`config.mk`:
```
export PLATFORM = sky130hd
export DESIGN_NAME = aurora_link_supervisor_flat
export DESIGN_NICKNAME = d
export VERILOG_FILES = /design/src/rtl/aurora_link_supervisor_pkg.sv /design/src/rtl/aurora_link_supervisor_if.sv /design/src/rtl/aurora_link_supervisor_ch.sv /design/src/rtl/aurora_link_supervisor.sv /design/src/flat_wrapper.sv
export SDC_FILE = /design/constraint.sdc
export NUM_CORES = 1
export LEC_CHECK = 0
export ABC_AREA = 0
export CELL_PAD_IN_SITES_DETAIL_PLACEMENT = 0
export CELL_PAD_IN_SITES_GLOBAL_PLACEMENT = 1
export CORE_ASPECT_RATIO = 2
export CORE_MARGIN = 2
export CORE_UTILIZATION = 43
export DETAILED_ROUTE_END_ITERATION = 7
export PLACE_DENSITY = 0.9
export SETUP_SLACK_MARGIN = 0.4
export SYNTH_ARGS = -nofsm -noshare
export SYNTH_HDL_FRONTEND = slang
export SYNTH_SLANG_ARGS = --single-unit
```
`constraint.sdc`:
```
create_clock -name i_clk_100M -period 3.5 [get_ports i_clk_100M]
set_input_delay 0.7 -clock i_clk_100M [delete_from_list [all_inputs] [get_ports i_clk_100M]]
set_output_delay 0.7 -clock i_clk_100M [all_outputs]
set_load 0.01 [all_outputs]
```
`src/rtl/aurora_link_supervisor_pkg.sv`:
```
`default_nettype none
// ============================================================================
// Module      : aurora_sup_pkg
// Description : State encoding, fixed widths and sizing helpers shared by the
//               Aurora link supervisor files.
// Revision    : 1.0 - initial release
// ============================================================================
package aurora_sup_pkg;

    localparam int c_STATE_W     = 2;
    localparam int c_RETRY_W     = 8;
    localparam int c_SYNC_STAGES = 2;

    localparam logic [c_STATE_W-1:0] ST_OFF  = 2'd0;
    localparam logic [c_STATE_W-1:0] ST_INIT = 2'd1;
    localparam logic [c_STATE_W-1:0] ST_WAIT = 2'd2;
    localparam logic [c_STATE_W-1:0] ST_UP   = 2'd3;

    typedef enum logic [c_STATE_W-1:0] {
        CH_OFF  = ST_OFF,
        CH_INIT = ST_INIT,
        CH_WAIT = ST_WAIT,
        CH_UP   = ST_UP
    } ch_state_e;

    // Bits needed to hold max_val itself (never less than one bit).
    function automatic int cnt_width(input int max_val);
        return (max_val < 1) ? 1 : $clog2(max_val + 1);
    endfunction

    function automatic int max_int(input int a, input int b);
        return (a > b) ? a : b;
    endfunction

endpackage
`default_nettype wire

```
`src/rtl/aurora_link_supervisor_if.sv`:
```
`default_nettype none
// ============================================================================
// Module      : aurora_link_supervisor_if
// Description : Per-channel control, status and statistics bundle between the
//               supervisor and the Aurora wrapper / register block.
// Revision    : 1.0 - initial release
// ============================================================================
interface aurora_link_supervisor_if #(
    parameter int CH_NUM = 2,
    parameter int CNT_W  = 16
);
    import aurora_sup_pkg::*;

    logic [CH_NUM-1:0]             i_en;
    logic [CH_NUM-1:0]             i_channel_up;
    logic [CH_NUM-1:0]             i_hard_err;
    logic [CH_NUM-1:0]             i_soft_err;
    logic                          i_clr_cnt;
    logic [CH_NUM-1:0]             o_pma_init;
    logic [CH_NUM-1:0]             o_reset_pb;
    logic [CH_NUM-1:0]             o_link_ok;
    logic [c_STATE_W*CH_NUM-1:0]   o_state;
    logic [c_RETRY_W*CH_NUM-1:0]   o_retry_cnt;
    logic [CNT_W*CH_NUM-1:0]       o_hard_err_cnt;
    logic [CNT_W*CH_NUM-1:0]       o_soft_err_cnt;

    // The supervisor side.
    modport master (
        input  i_en, i_channel_up, i_hard_err, i_soft_err, i_clr_cnt,
        output o_pma_init, o_reset_pb, o_link_ok, o_state,
               o_retry_cnt, o_hard_err_cnt, o_soft_err_cnt
    );

    modport slave (
        output i_en, i_channel_up, i_hard_err, i_soft_err, i_clr_cnt,
        input  o_pma_init, o_reset_pb, o_link_ok, o_state,
               o_retry_cnt, o_hard_err_cnt, o_soft_err_cnt
    );

endinterface
`default_nettype wire

```
`src/rtl/aurora_link_supervisor_ch.sv`:
```
`default_nettype none
// ============================================================================
// Module      : aurora_ch_supervisor
// Description : One Aurora channel: input synchronisers, bring-up FSM,
//               soft-error window and saturating statistics.
// Revision    : 1.0 - initial release
// ============================================================================
module aurora_ch_supervisor
    import aurora_sup_pkg::*;
#(
    parameter int INIT_CYC     = 1000,
    parameter int RST_TAIL     = 64,
    parameter int UP_TIMEOUT   = 10_000_000,
    parameter int WIN_CYC      = 100_000,
    parameter int SOFT_ERR_LIM = 16,
    parameter int CNT_W        = 16
) (
    input  wire                    i_clk_100M,
    input  wire                    i_rst,
    input  wire                    i_en,
    input  wire                    i_channel_up,
    input  wire                    i_hard_err,
    input  wire                    i_soft_err,
    input  wire                    i_clr_cnt,
    output logic                   o_pma_init,
    output logic                   o_reset_pb,
    output logic                   o_link_ok,
    output logic [c_STATE_W-1:0]   o_state,
    output logic [c_RETRY_W-1:0]   o_retry_cnt,
    output logic [CNT_W-1:0]       o_hard_err_cnt,
    output logic [CNT_W-1:0]       o_soft_err_cnt
);

    localparam int c_TMR_W  = cnt_width(max_int(INIT_CYC + RST_TAIL, UP_TIMEOUT));
    localparam int c_WTMR_W = cnt_width(WIN_CYC - 1);
    localparam int c_WCNT_W = cnt_width(SOFT_ERR_LIM);

    localparam logic [c_TMR_W-1:0]  c_PMA_END  = c_TMR_W'(INIT_CYC);
    localparam logic [c_TMR_W-1:0]  c_RST_END  = c_TMR_W'(INIT_CYC + RST_TAIL);
    localparam logic [c_TMR_W-1:0]  c_INIT_END = c_TMR_W'(INIT_CYC + RST_TAIL - 1);
    localparam logic [c_TMR_W-1:0]  c_UP_END   = c_TMR_W'(UP_TIMEOUT - 1);
    localparam logic [c_WTMR_W-1:0] c_WIN_END  = c_WTMR_W'(WIN_CYC - 1);
    localparam logic [c_WCNT_W-1:0] c_SOFT_LIM = c_WCNT_W'(SOFT_ERR_LIM);

    logic [c_SYNC_STAGES-1:0] r_up_sync;
    logic [c_SYNC_STAGES-1:0] r_hard_sync;
    logic [c_SYNC_STAGES-1:0] r_soft_sync;
    logic                     r_hard_d;
    logic                     r_soft_d;

    ch_state_e                r_state;
    ch_state_e                w_state_nxt;
    logic [c_TMR_W-1:0]       r_timer;
    logic [c_TMR_W-1:0]       w_timer_nxt;
    logic                     w_retry_evt;
    logic                     r_pma_init;
    logic                     r_reset_pb;
    logic                     r_link_ok;
    logic                     w_pma_init_nxt;
    logic                     w_reset_pb_nxt;
    logic                     w_link_ok_nxt;

    logic [c_WTMR_W-1:0]      r_win_tmr;
    logic [c_WCNT_W-1:0]      r_win_cnt;
    logic [c_WCNT_W-1:0]      w_win_cnt_nxt;
    logic                     w_win_end;
    logic                     w_soft_trip;

    logic [c_RETRY_W-1:0]     r_retry_cnt;
    logic [CNT_W-1:0]         r_hard_cnt;
    logic [CNT_W-1:0]         r_soft_cnt;

    logic w_up_s;
    logic w_hard_rise;
    logic w_soft_rise;

    assign w_up_s      = r_up_sync[c_SYNC_STAGES-1];
    assign w_hard_rise = r_hard_sync[c_SYNC_STAGES-1] & ~r_hard_d;
    assign w_soft_rise = r_soft_sync[c_SYNC_STAGES-1] & ~r_soft_d;

    always_ff @(posedge i_clk_100M) begin
        if (i_rst) begin
            r_up_sync   <= '0;
            r_hard_sync <= '0;
            r_soft_sync <= '0;
            r_hard_d    <= 1'b0;
            r_soft_d    <= 1'b0;
        end else begin
            r_up_sync   <= {r_up_sync[c_SYNC_STAGES-2:0], i_channel_up};
            r_hard_sync <= {r_hard_sync[c_SYNC_STAGES-2:0], i_hard_err};
            r_soft_sync <= {r_soft_sync[c_SYNC_STAGES-2:0], i_soft_err};
            r_hard_d    <= r_hard_sync[c_SYNC_STAGES-1];
            r_soft_d    <= r_soft_sync[c_SYNC_STAGES-1];
        end
    end

    // An edge landing on the last window cycle opens the next window at 1.
    always_comb begin
        w_win_end = (r_win_tmr == c_WIN_END);
        if (w_win_end) begin
            w_win_cnt_nxt = c_WCNT_W'(w_soft_rise);
        end else begin
            w_win_cnt_nxt = r_win_cnt + c_WCNT_W'(w_soft_rise);
        end
        w_soft_trip = (r_state == CH_UP) && (w_win_cnt_nxt >= c_SOFT_LIM);
    end

    always_comb begin
        w_state_nxt = r_state;
        w_timer_nxt = r_timer + 1'b1;
        w_retry_evt = 1'b0;
        case (r_state)
            CH_OFF: begin
                w_timer_nxt = '0;
                if (i_en) begin
                    w_state_nxt = CH_INIT;
                end
            end
            CH_INIT: begin
                if (r_timer == c_INIT_END) begin
                    w_state_nxt = CH_WAIT;
                    w_timer_nxt = '0;
                end
            end
            CH_WAIT: begin
                if (w_up_s) begin
                    w_state_nxt = CH_UP;
                    w_timer_nxt = '0;
                end else if (r_timer == c_UP_END) begin
                    w_state_nxt = CH_INIT;
                    w_timer_nxt = '0;
                    w_retry_evt = 1'b1;
                end
            end
            CH_UP: begin
                w_timer_nxt = '0;
                if (!w_up_s || w_hard_rise || w_soft_trip) begin
                    w_state_nxt = CH_INIT;
                    w_retry_evt = 1'b1;
                end
            end
            default: begin
                w_state_nxt = CH_OFF;
                w_timer_nxt = '0;
            end
        endcase

        // Disable overrides every transition and is not a retry.
        if (!i_en) begin
            w_state_nxt = CH_OFF;
            w_timer_nxt = '0;
            w_retry_evt = 1'b0;
        end

        w_pma_init_nxt = (w_state_nxt == CH_OFF) ||
                         ((w_state_nxt == CH_INIT) && (w_timer_nxt < c_PMA_END));
        w_reset_pb_nxt = (w_state_nxt == CH_OFF) ||
                         ((w_state_nxt == CH_INIT) && (w_timer_nxt < c_RST_END));
        w_link_ok_nxt  = (w_state_nxt == CH_UP);
    end

    always_ff @(posedge i_clk_100M) begin
        if (i_rst) begin
            r_state    <= CH_OFF;
            r_timer    <= '0;
            r_pma_init <= 1'b1;
            r_reset_pb <= 1'b1;
            r_link_ok  <= 1'b0;
        end else begin
            r_state    <= w_state_nxt;
            r_timer    <= w_timer_nxt;
            r_pma_init <= w_pma_init_nxt;
            r_reset_pb <= w_reset_pb_nxt;
            r_link_ok  <= w_link_ok_nxt;
        end
    end

    always_ff @(posedge i_clk_100M) begin
        if (i_rst || (r_state != CH_UP) || (w_state_nxt != CH_UP)) begin
            r_win_tmr <= '0;
            r_win_cnt <= '0;
        end else begin
            r_win_tmr <= w_win_end ? '0 : r_win_tmr + 1'b1;
            r_win_cnt <= w_win_cnt_nxt;
        end
    end

    always_ff @(posedge i_clk_100M) begin
        if (i_rst || i_clr_cnt) begin
            r_retry_cnt <= '0;
            r_hard_cnt  <= '0;
            r_soft_cnt  <= '0;
        end else begin
            if (w_retry_evt && (r_retry_cnt != '1)) begin
                r_retry_cnt <= r_retry_cnt + 1'b1;
            end
            if ((r_state != CH_OFF) && w_hard_rise && (r_hard_cnt != '1)) begin
                r_hard_cnt <= r_hard_cnt + 1'b1;
            end
            if ((r_state != CH_OFF) && w_soft_rise && (r_soft_cnt != '1)) begin
                r_soft_cnt <= r_soft_cnt + 1'b1;
            end
        end
    end

    assign o_pma_init     = r_pma_init;
    assign o_reset_pb     = r_reset_pb;
    assign o_link_ok      = r_link_ok;
    assign o_state        = r_state;
    assign o_retry_cnt    = r_retry_cnt;
    assign o_hard_err_cnt = r_hard_cnt;
    assign o_soft_err_cnt = r_soft_cnt;

endmodule
`default_nettype wire

```
`src/rtl/aurora_link_supervisor.sv`:
```
`default_nettype none
// ============================================================================
// Module      : aurora_link_supervisor
// Description : Bring-up and recovery supervisor for CH_NUM independent
//               Aurora 8b10b channels sharing one GT quad.
// Revision    : 1.0 - initial release
// ============================================================================
module aurora_link_supervisor
    import aurora_sup_pkg::*;
#(
    parameter int CH_NUM       = 2,
    parameter int INIT_CYC     = 1000,
    parameter int RST_TAIL     = 64,
    parameter int UP_TIMEOUT   = 10_000_000,
    parameter int WIN_CYC      = 100_000,
    parameter int SOFT_ERR_LIM = 16,
    parameter int CNT_W        = 16
) (
    input  wire                       i_clk_100M,
    input  wire                       i_rst,
    aurora_link_supervisor_if.master  sup_if
);

    logic [CH_NUM-1:0][c_STATE_W-1:0] w_state;
    logic [CH_NUM-1:0][c_RETRY_W-1:0] w_retry_cnt;
    logic [CH_NUM-1:0][CNT_W-1:0]     w_hard_cnt;
    logic [CH_NUM-1:0][CNT_W-1:0]     w_soft_cnt;
    logic [CH_NUM-1:0]                w_pma_init;
    logic [CH_NUM-1:0]                w_reset_pb;
    logic [CH_NUM-1:0]                w_link_ok;

    for (genvar k = 0; k < CH_NUM; k++) begin : g_ch
        aurora_ch_supervisor #(
            .INIT_CYC     (INIT_CYC),
            .RST_TAIL     (RST_TAIL),
            .UP_TIMEOUT   (UP_TIMEOUT),
            .WIN_CYC      (WIN_CYC),
            .SOFT_ERR_LIM (SOFT_ERR_LIM),
            .CNT_W        (CNT_W)
        ) u_ch (
            .i_clk_100M     (i_clk_100M),
            .i_rst          (i_rst),
            .i_en           (sup_if.i_en[k]),
            .i_channel_up   (sup_if.i_channel_up[k]),
            .i_hard_err     (sup_if.i_hard_err[k]),
            .i_soft_err     (sup_if.i_soft_err[k]),
            .i_clr_cnt      (sup_if.i_clr_cnt),
            .o_pma_init     (w_pma_init[k]),
            .o_reset_pb     (w_reset_pb[k]),
            .o_link_ok      (w_link_ok[k]),
            .o_state        (w_state[k]),
            .o_retry_cnt    (w_retry_cnt[k]),
            .o_hard_err_cnt (w_hard_cnt[k]),
            .o_soft_err_cnt (w_soft_cnt[k])
        );
    end

    // Channel k occupies slice k of every packed status vector.
    assign sup_if.o_pma_init     = w_pma_init;
    assign sup_if.o_reset_pb     = w_reset_pb;
    assign sup_if.o_link_ok      = w_link_ok;
    assign sup_if.o_state        = w_state;
    assign sup_if.o_retry_cnt    = w_retry_cnt;
    assign sup_if.o_hard_err_cnt = w_hard_cnt;
    assign sup_if.o_soft_err_cnt = w_soft_cnt;

endmodule
`default_nettype wire

```
`src/flat_wrapper.sv`:
```
// flat-port wrapper written by rule: the top's interface ports become plain ports
module aurora_link_supervisor_flat import aurora_sup_pkg::*;
#(
    parameter int CH_NUM       = 2,
    parameter int INIT_CYC     = 1000,
    parameter int RST_TAIL     = 64,
    parameter int UP_TIMEOUT   = 10_000_000,
    parameter int WIN_CYC      = 100_000,
    parameter int SOFT_ERR_LIM = 16,
    parameter int CNT_W        = 16
)
  (i_clk_100M, i_rst, sup_if_i_en, sup_if_i_channel_up, sup_if_i_hard_err, sup_if_i_soft_err, sup_if_i_clr_cnt, sup_if_o_pma_init, sup_if_o_reset_pb, sup_if_o_link_ok, sup_if_o_state, sup_if_o_retry_cnt, sup_if_o_hard_err_cnt, sup_if_o_soft_err_cnt);
  aurora_link_supervisor_if #(.CH_NUM(CH_NUM), .CNT_W(CNT_W)) sup_if_i ();
  input  wire i_clk_100M;
  input  wire i_rst;
  input wire logic [$bits(sup_if_i.i_en)-1:0] sup_if_i_en;
  input wire logic [$bits(sup_if_i.i_channel_up)-1:0] sup_if_i_channel_up;
  input wire logic [$bits(sup_if_i.i_hard_err)-1:0] sup_if_i_hard_err;
  input wire logic [$bits(sup_if_i.i_soft_err)-1:0] sup_if_i_soft_err;
  input wire logic [$bits(sup_if_i.i_clr_cnt)-1:0] sup_if_i_clr_cnt;
  output wire logic [$bits(sup_if_i.o_pma_init)-1:0] sup_if_o_pma_init;
  output wire logic [$bits(sup_if_i.o_reset_pb)-1:0] sup_if_o_reset_pb;
  output wire logic [$bits(sup_if_i.o_link_ok)-1:0] sup_if_o_link_ok;
  output wire logic [$bits(sup_if_i.o_state)-1:0] sup_if_o_state;
  output wire logic [$bits(sup_if_i.o_retry_cnt)-1:0] sup_if_o_retry_cnt;
  output wire logic [$bits(sup_if_i.o_hard_err_cnt)-1:0] sup_if_o_hard_err_cnt;
  output wire logic [$bits(sup_if_i.o_soft_err_cnt)-1:0] sup_if_o_soft_err_cnt;
  assign sup_if_i.i_en = sup_if_i_en;
  assign sup_if_i.i_channel_up = sup_if_i_channel_up;
  assign sup_if_i.i_hard_err = sup_if_i_hard_err;
  assign sup_if_i.i_soft_err = sup_if_i_soft_err;
  assign sup_if_i.i_clr_cnt = sup_if_i_clr_cnt;
  assign sup_if_o_pma_init = sup_if_i.o_pma_init;
  assign sup_if_o_reset_pb = sup_if_i.o_reset_pb;
  assign sup_if_o_link_ok = sup_if_i.o_link_ok;
  assign sup_if_o_state = sup_if_i.o_state;
  assign sup_if_o_retry_cnt = sup_if_i.o_retry_cnt;
  assign sup_if_o_hard_err_cnt = sup_if_i.o_hard_err_cnt;
  assign sup_if_o_soft_err_cnt = sup_if_i.o_soft_err_cnt;
  aurora_link_supervisor #(.CH_NUM(CH_NUM), .INIT_CYC(INIT_CYC), .RST_TAIL(RST_TAIL), .UP_TIMEOUT(UP_TIMEOUT), .WIN_CYC(WIN_CYC), .SOFT_ERR_LIM(SOFT_ERR_LIM), .CNT_W(CNT_W)) u_core (.i_clk_100M(i_clk_100M), .i_rst(i_rst), .sup_if(sup_if_i));
endmodule
```
==> out/qor.yml, run 1 <==
outcome: "finished, final reports clean"
min_period_ns: 2.78
synth.area.mux_share: 0.0130
hold_viol: 0
ff2ff_setup_slack_ns: 0.72
htreeDepth: 4
worst_slack_ns: 0.723
fin_area_um2: 11100
skew_ns: 0.00855
area_delta_synth_final_pct: 19.0
clkLatencyLatePin_ns: 0.44
ant_nets: 0
drv_cap: 0
n_antenna_cell: 0
row_count: 76
clock_sinks: 198
post-cts-setup-buffer-count: 0
swShare: 0.219
final_common_cell: "dfxtp_1"
grt_pass1_vias: 7683
fillers: 2054
seqCellArea_um2: 3960
place_hpwl_mm: 16.3
p_int_mw: 3.40
crit_required_ns: 3.84
power_leakage_nw: 3.59
grt_pass1_wl_mm: 36.2
placed_cell_area_um2: 10500
seq_area_frac_synth: 0.426
cts_hold_buf: 0
ys.warnings.count: 0
num_io_pins: 101
worst_pin_slew_ns: 0.863
path_clk_slew_ns: 0.07
grt_max_degree: 33
maxSlewHeadroom: 0.419
switchingPower_mw: 0.954
syn_area_per_cell_um2: 8.55
drc: 0
synth_edf_count: 0
die_h_um: 212
vias: 7742
netlist_instances: 1088
synth-compound-area-share: 0.0594
synthAdderAreaFrac: 0.0188
track_usage: 0.197
nNetsFinal: 1191
synthArstFlopShare: 0
rsz0062_at_grt: "false"
finalWirelength_mm: 21.8
io_buffer_count: 100
crit_type: "reg -> reg"
core_um2: 21400
die_x_um: 108
synth_top_family_by_area: "simple AND/OR/NAND/NOR gates"
post-route-period-util: 0.793
numCtsBuffers: 17
multiInputGateArea_um2: 5040
hold_ws_ns: 0.444
setup_viol: 0
p_comb_frac: 0.018
crit_fanout: 7
critPathCaptureType: "flip-flop"
syn-cell-area_um2: 9310
slew_violations: 0
hp-class: "reg -> reg"
wl_per_cell_um: 15.0
die_area_um2: 22900
power_frac_seq: 0.522
tns_ns: 0
start_util: 0.435
synth-simple-area-share: 0.314
synthFlopType: "dfxtp_1"
antenna_found_initial: 0
synth.ff_latch_count: 198
fmax_mhz: 360
arrival_ns: 3.12
p_per_area_nw_per_um2: 393
start_kind: "flip-flop"
drt_iter0_markers: 336
root_buffer: "clkbuf_16"
power_frac_clock: 0.461
cts_tree: "yes"
synthXorXnorAreaFrac: 0.135
dp_slack_ns: 0.753
cts_resized: 0
final_cell_mix: "198 x dfxtp_1, 194 x nor2_1, 100 x clkdlybuf4s50_1"
drive_gt1_frac: 0.0594
cts_buffer_depth: 2
gp_congestion: 0.856
synth_cell_types: 71
peakVddDrop_mv: 0.284
viasPerCell: 5.33
first_pass_iters: 5
overflow: 0
-- cell usage after synthesis (14+ instances only) --
cell type | count | area [µm²]
nor2b_1 | 24 | 150
a21oi_1 | 20 | 100
and3_1 | 19 | 119
xnor2_1 | 69 | 604
inv_1 | 21 | 78.8
nand3_1 | 66 | 330
nand2_1 | 72 | 270
nand4_1 | 40 | 250
or3_1 | 20 | 125
dfxtp_1 | 198 | 3960
o21ai_0 | 27 | 135
nor3_1 | 43 | 215
clkbuf_1 | 31 | 116
nor2_1 | 194 | 728
ha_1 | 14 | 175
xor2_1 | 74 | 648
-- area by class of cell --
cell class / instances / area share
timing repair buffer: 107 / 0.0951
multi-input combinational: 821 / 0.455
tap: 273 / 0.0308
sequential: 198 / 0.358
clock buffer: 20 / 0.0412
clock inverter: 12 / 0.0130
inverter: 21 / 0.00712
-- worst max-delay path, cell delays in order, from the launching register on --
cell     delay, ns
dfxtp_1       0.47
nand4_1       0.30
or4_1         0.64
nor2_1        0.21
nand2_1       0.13
mux2i_1       0.14
or4_1         0.49
o31ai_1       0.29
-- stage by stage --
step | util | std cells | total power [mW]
after floorplan | - | 1089 | 2.36
after global placement | 0.490 | 1420 | 2.40
after detailed placement | 0.490 | 1420 | 2.40
after CTS | 0.518 | 1452 | 4.40
after global routing | 0.518 | 1452 | 4.49
final | 0.518 | 1452 | 4.35
-- state kept, by name (all words and copies together), names as in the netlist --
register                         cells
u_core.g_ch.u_ch.r_hard_d            2
u_core.g_ch.u_ch.r_up_sync           4
u_core.g_ch.u_ch.o_state             4
u_core.g_ch.u_ch.r_hard_sync         4
u_core.g_ch.u_ch.r_win_tmr          34
u_core.g_ch.u_ch.o_pma_init          2
u_core.g_ch.u_ch.o_retry_cnt        16
u_core.g_ch.u_ch.r_win_cnt          10
u_core.g_ch.u_ch.o_reset_pb          2
u_core.g_ch.u_ch.o_link_ok           2
u_core.g_ch.u_ch.o_soft_err_cnt     32
u_core.g_ch.u_ch.r_soft_d            2
u_core.g_ch.u_ch.r_soft_sync         4
u_core.g_ch.u_ch.o_hard_err_cnt     32
u_core.g_ch.u_ch.r_timer            48
-- per-layer routing --
| layer | part of all wire | global-route usage | vias to the layer above |
|---|---|---|---|
| li1 | - | - | 3887 |
| met1 | 0.39 | 0.193 | 3662 |
| met2 | 0.55 | 0.386 | 152 |
| met3 | 0.032 | 0.0389 | 41 |
| met4 | 0.026 | 0.0875 | 0 |
| met5 | 0 | 0 | - |
-- logic make-up (layout without fill, tap and decap cells) --
logic type,Yosys count,after routing
other cells,1,2
flops,198,198
compound gates,86,86
fa+ha+maj,14,14
mux,12,12
simple gates,564,564
buf+inv,70,160
xor+xnor,143,143
-- final timing paths --
| path | start | to | cells after the start |
|---|---|---|---|
| min reg2reg | u_core.g_ch[1].u_ch.r_hard_sync[0]$_SDFF_PP0_ | u_core.g_ch[1].u_ch.r_hard_sync[1]$_SDFF_PP0_ | 1 |
| min | u_core.g_ch[1].u_ch.r_hard_sync[0]$_SDFF_PP0_ | u_core.g_ch[1].u_ch.r_hard_sync[1]$_SDFF_PP0_ | 1 |
| max | u_core.g_ch[0].u_ch.r_timer[9]$_SDFF_PP0_ | u_core.g_ch[0].u_ch.o_pma_init$_SDFF_PP1_ | 7 |
| max reg2reg | u_core.g_ch[0].u_ch.r_timer[9]$_SDFF_PP0_ | u_core.g_ch[0].u_ch.o_pma_init$_SDFF_PP1_ | 7 |
-- power groups by stage --
stage / Clock [mW] / Combinational, mW / Sequential, mW
after global placement: 0 / 0.0781 / 2.32
final: 2.00 / 0.0774 / 2.27
after CTS: 2.05 / 0.0792 / 2.27
after floorplan: 0 / 0.0454 / 2.32
after detailed placement: 0 / 0.0790 / 2.32
after global routing: 2.14 / 0.0852 / 2.27
Power figures use the tool's default switching activity.
==> inputs of run 2 (changes only) <==
- CORE_UTILIZATION: 43 -> 39
- PLACE_DENSITY: 0.9 -> 0.87
- clock period: 3.5 -> 2.35 ns (I/O delays scaled with it)
==> run 2 against run 1 <==
Against the previous run:
- the run now ends with DRC, setup timing left
- non-clock buffer count up 163
- flip-flop and latch count is the same
- sequential power rose by 48%
- register-to-register slack lost 0.81 ns
- count of clock-buffer cells in the layout rose by 1
- cell area rose by 22%
- cell count grew 13%
- clock power is 41% higher
- clock skew decreased by 0.00063 ns
- global-route usage shrank 1.2 points
- utilization increased by 5.5 points
- largest cell class unchanged
==> out/qor.yml, run 2 (synthesis results as in run 1) <==
critPathCaptureType: "flip-flop"
drc: 6  # +6
cp_slowest_cell: "or3_4"
drt_iter0_markers: 378  # +13%
skew_ns: 0.00792  # -0.000632 ns
cts_buffer_depth: 2  # unchanged
maxSlewHeadroom: 0.468  # +0.0489
numCtsBuffers: 17  # unchanged
min_period_ns: 2.44  # -0.336 ns
die_x_um: 113  # +4.8%
start_kind: "flip-flop"
core_um2: 23600  # +10%
vias: 8643  # +12%
finalWirelength_mm: 24.8  # +14%
clkLatencyLatePin_ns: 0.44  # about the same
clock_sinks: 198  # unchanged
io_buffer_count: 100  # unchanged
largest_reg_flops: 48  # unchanged
wl_per_cell_um: 15.2  # +0.88%
final_cell_mix: "143 x nor2_1, 141 x buf_4, 136 x dfxtp_1"
hold_ws_ns: 0.438  # -0.00603 ns
die_h_um: 222  # +4.9%
grt_pass1_wl_mm: 38.6  # +6.7%
n_antenna_cell: 0  # unchanged
tns_ns: -0.499  # -0.499 ns
drive_gt1_frac: 0.331  # +0.272
row_count: 80  # +5.3%
slew_violations: 0  # unchanged
gp_congestion: 0.871  # +1.8%
htreeDepth: 4  # unchanged
viasPerCell: 5.27  # -1.1%
path_buf_inv: 3  # +3
fmax_mhz: 410  # +14%
overflow: 0  # unchanged
violations: "DRC, setup timing"
p_per_area_nw_per_um2: 470  # +20%
cp_cell_sequence: "ha_4, buf_4, buf_6, and3b_1, nand4_1, nor3_2, a31oi_1, mux2_4, or3_4, buf_6, nor4_4"
antenna_found_initial: 0  # unchanged
peakVddDrop_mv: 0.490  # +72%
drv_cap: 0  # unchanged
crit_fanout: 5  # -2
track_usage: 0.185  # -0.0122
largest_register: "u_core.g_ch.u_ch.r_timer"
cts_hold_buf: 0  # unchanged
path_clk_slew_ns: 0.07  # about the same
arrival_ns: 2.79  # -0.33 ns
path_delay_family: "simple AND/OR/NAND/NOR gates"
setup_viol: 15  # +15
final_common_cell: "nor2_1"
hold_viol: 0  # unchanged
place_inst: 1500  # +5.6%
post-route-period-util: 1.04  # +0.246
ant_nets: 0  # unchanged
nNetsFinal: 1364  # +15%
power_leakage_nw: 4.82  # +34%
dp_slack_ns: -0.0492  # -0.802 ns
crit_top_cell: "buf_6"
hp-class: "reg -> reg"
fin_cells: 1639  # +13%
rsz0062_at_grt: "true"
worst_pin_slew_ns: 0.797  # -0.0654 ns
crit_type: "reg -> reg"
place_hpwl_mm: 15.7  # -3.6%
root_buffer: "clkbuf_16"
outcome: "complete, but fails checks"
grt_pass1_vias: 8219  # +7.0%
worst_slack_ns: -0.0917  # -0.814 ns
area_delta_synth_final_pct: 45.3
crit_required_ns: 2.70  # -1.14 ns
die_area_um2: 25200  # +10%
first_pass_iters: 7  # +2
cts_tree: "yes"
reg.largest.list: "u_core.g_ch.u_ch.r_timer (48), u_core.g_ch.u_ch.r_win_tmr (34)"
num_io_pins: 101  # unchanged
crit_path_max_incr_delay_ns: 0.39  # -0.25 ns
start_util: 0.394  # -0.0410
grt_max_degree: 76  # +130%
## run 2: cell count changes in the layout (fill, tap and decap cells not counted), moves of 15 or more
cell,delta
buf_4,+134
dfxtp_1,-62
nor2_1,-51
dfxtp_2,+48
nor2_2,+38
buf_6,+28
nor3_1,-16
nand3_1,-15
## run 2: area by class of cell
class / count / area (µm²)
well taps: 287 / 359
multi-input cells: 831 / 6070
repair buffers: 270 / 2380
flip-flops and latches: 198 / 4080
clock inverters: 11 / 103
inverters: 21 / 78.8
clock buffers: 21 / 460
fillers: 2011 / 10100
## run 2: worst paths after layout
path | depth (start not counted) | from | slack, ns | end
worst max-delay path | 11 | u_core.g_ch[1].u_ch.r_timer[0]$_SDFF_PP0_ | -0.09 | u_core.g_ch[1].u_ch.r_win_tmr[7]$_SDFF_PP0_
worst min register to register | 1 | u_core.g_ch[0].u_ch.r_hard_sync[0]$_SDFF_PP0_ | 0.44 | u_core.g_ch[0].u_ch.r_hard_sync[1]$_SDFF_PP0_
worst max register to register | 11 | u_core.g_ch[1].u_ch.r_timer[0]$_SDFF_PP0_ | -0.09 | u_core.g_ch[1].u_ch.r_win_tmr[7]$_SDFF_PP0_
worst min-delay path | 1 | u_core.g_ch[0].u_ch.r_hard_sync[0]$_SDFF_PP0_ | 0.44 | u_core.g_ch[0].u_ch.r_hard_sync[1]$_SDFF_PP0_
## run 2: stage by stage
step	power [mW]	cell area [µm²]	utilization
4_1_cts	6.41	12700	0.537
5_1_grt	6.56	13500	0.573
3_5_place_dp	3.59	11300	0.478
3_3_place_gp	3.59	11300	0.478
6_report	6.35	13500	0.573
2_1_floorplan	3.53	9680	-
## run 2: power by group
| part | total, mW | leakage (nW) | switching [mW] | internal (mW) |
|---|---|---|---|---|
| clock | 2.81 | 0.269 | 1.29 | 1.52 |
| sequential | 3.37 | 1.63 | 0.0115 | 3.35 |
| combinational | 0.178 | 2.92 | 0.0978 | 0.0807 |
| total | 6.35 | 4.82 | 1.40 | 4.95 |
## run 2: repair_timing
item,4_1_cts,5_1_grt
buffers inserted,50,46
setup endpoints to repair,162,169
resized for setup,118,142
gates cloned,11,0
pin swaps,67,99
## run 2: routing by layer
layer	GRT usage	wire length [µm]	vias to the layer above
met1	0.219	10300	4130
met3	0.0420	1150	46
met2	0.322	12700	217
met4	0.0685	637	0
met5	0	0	-
li1	-	-	4250
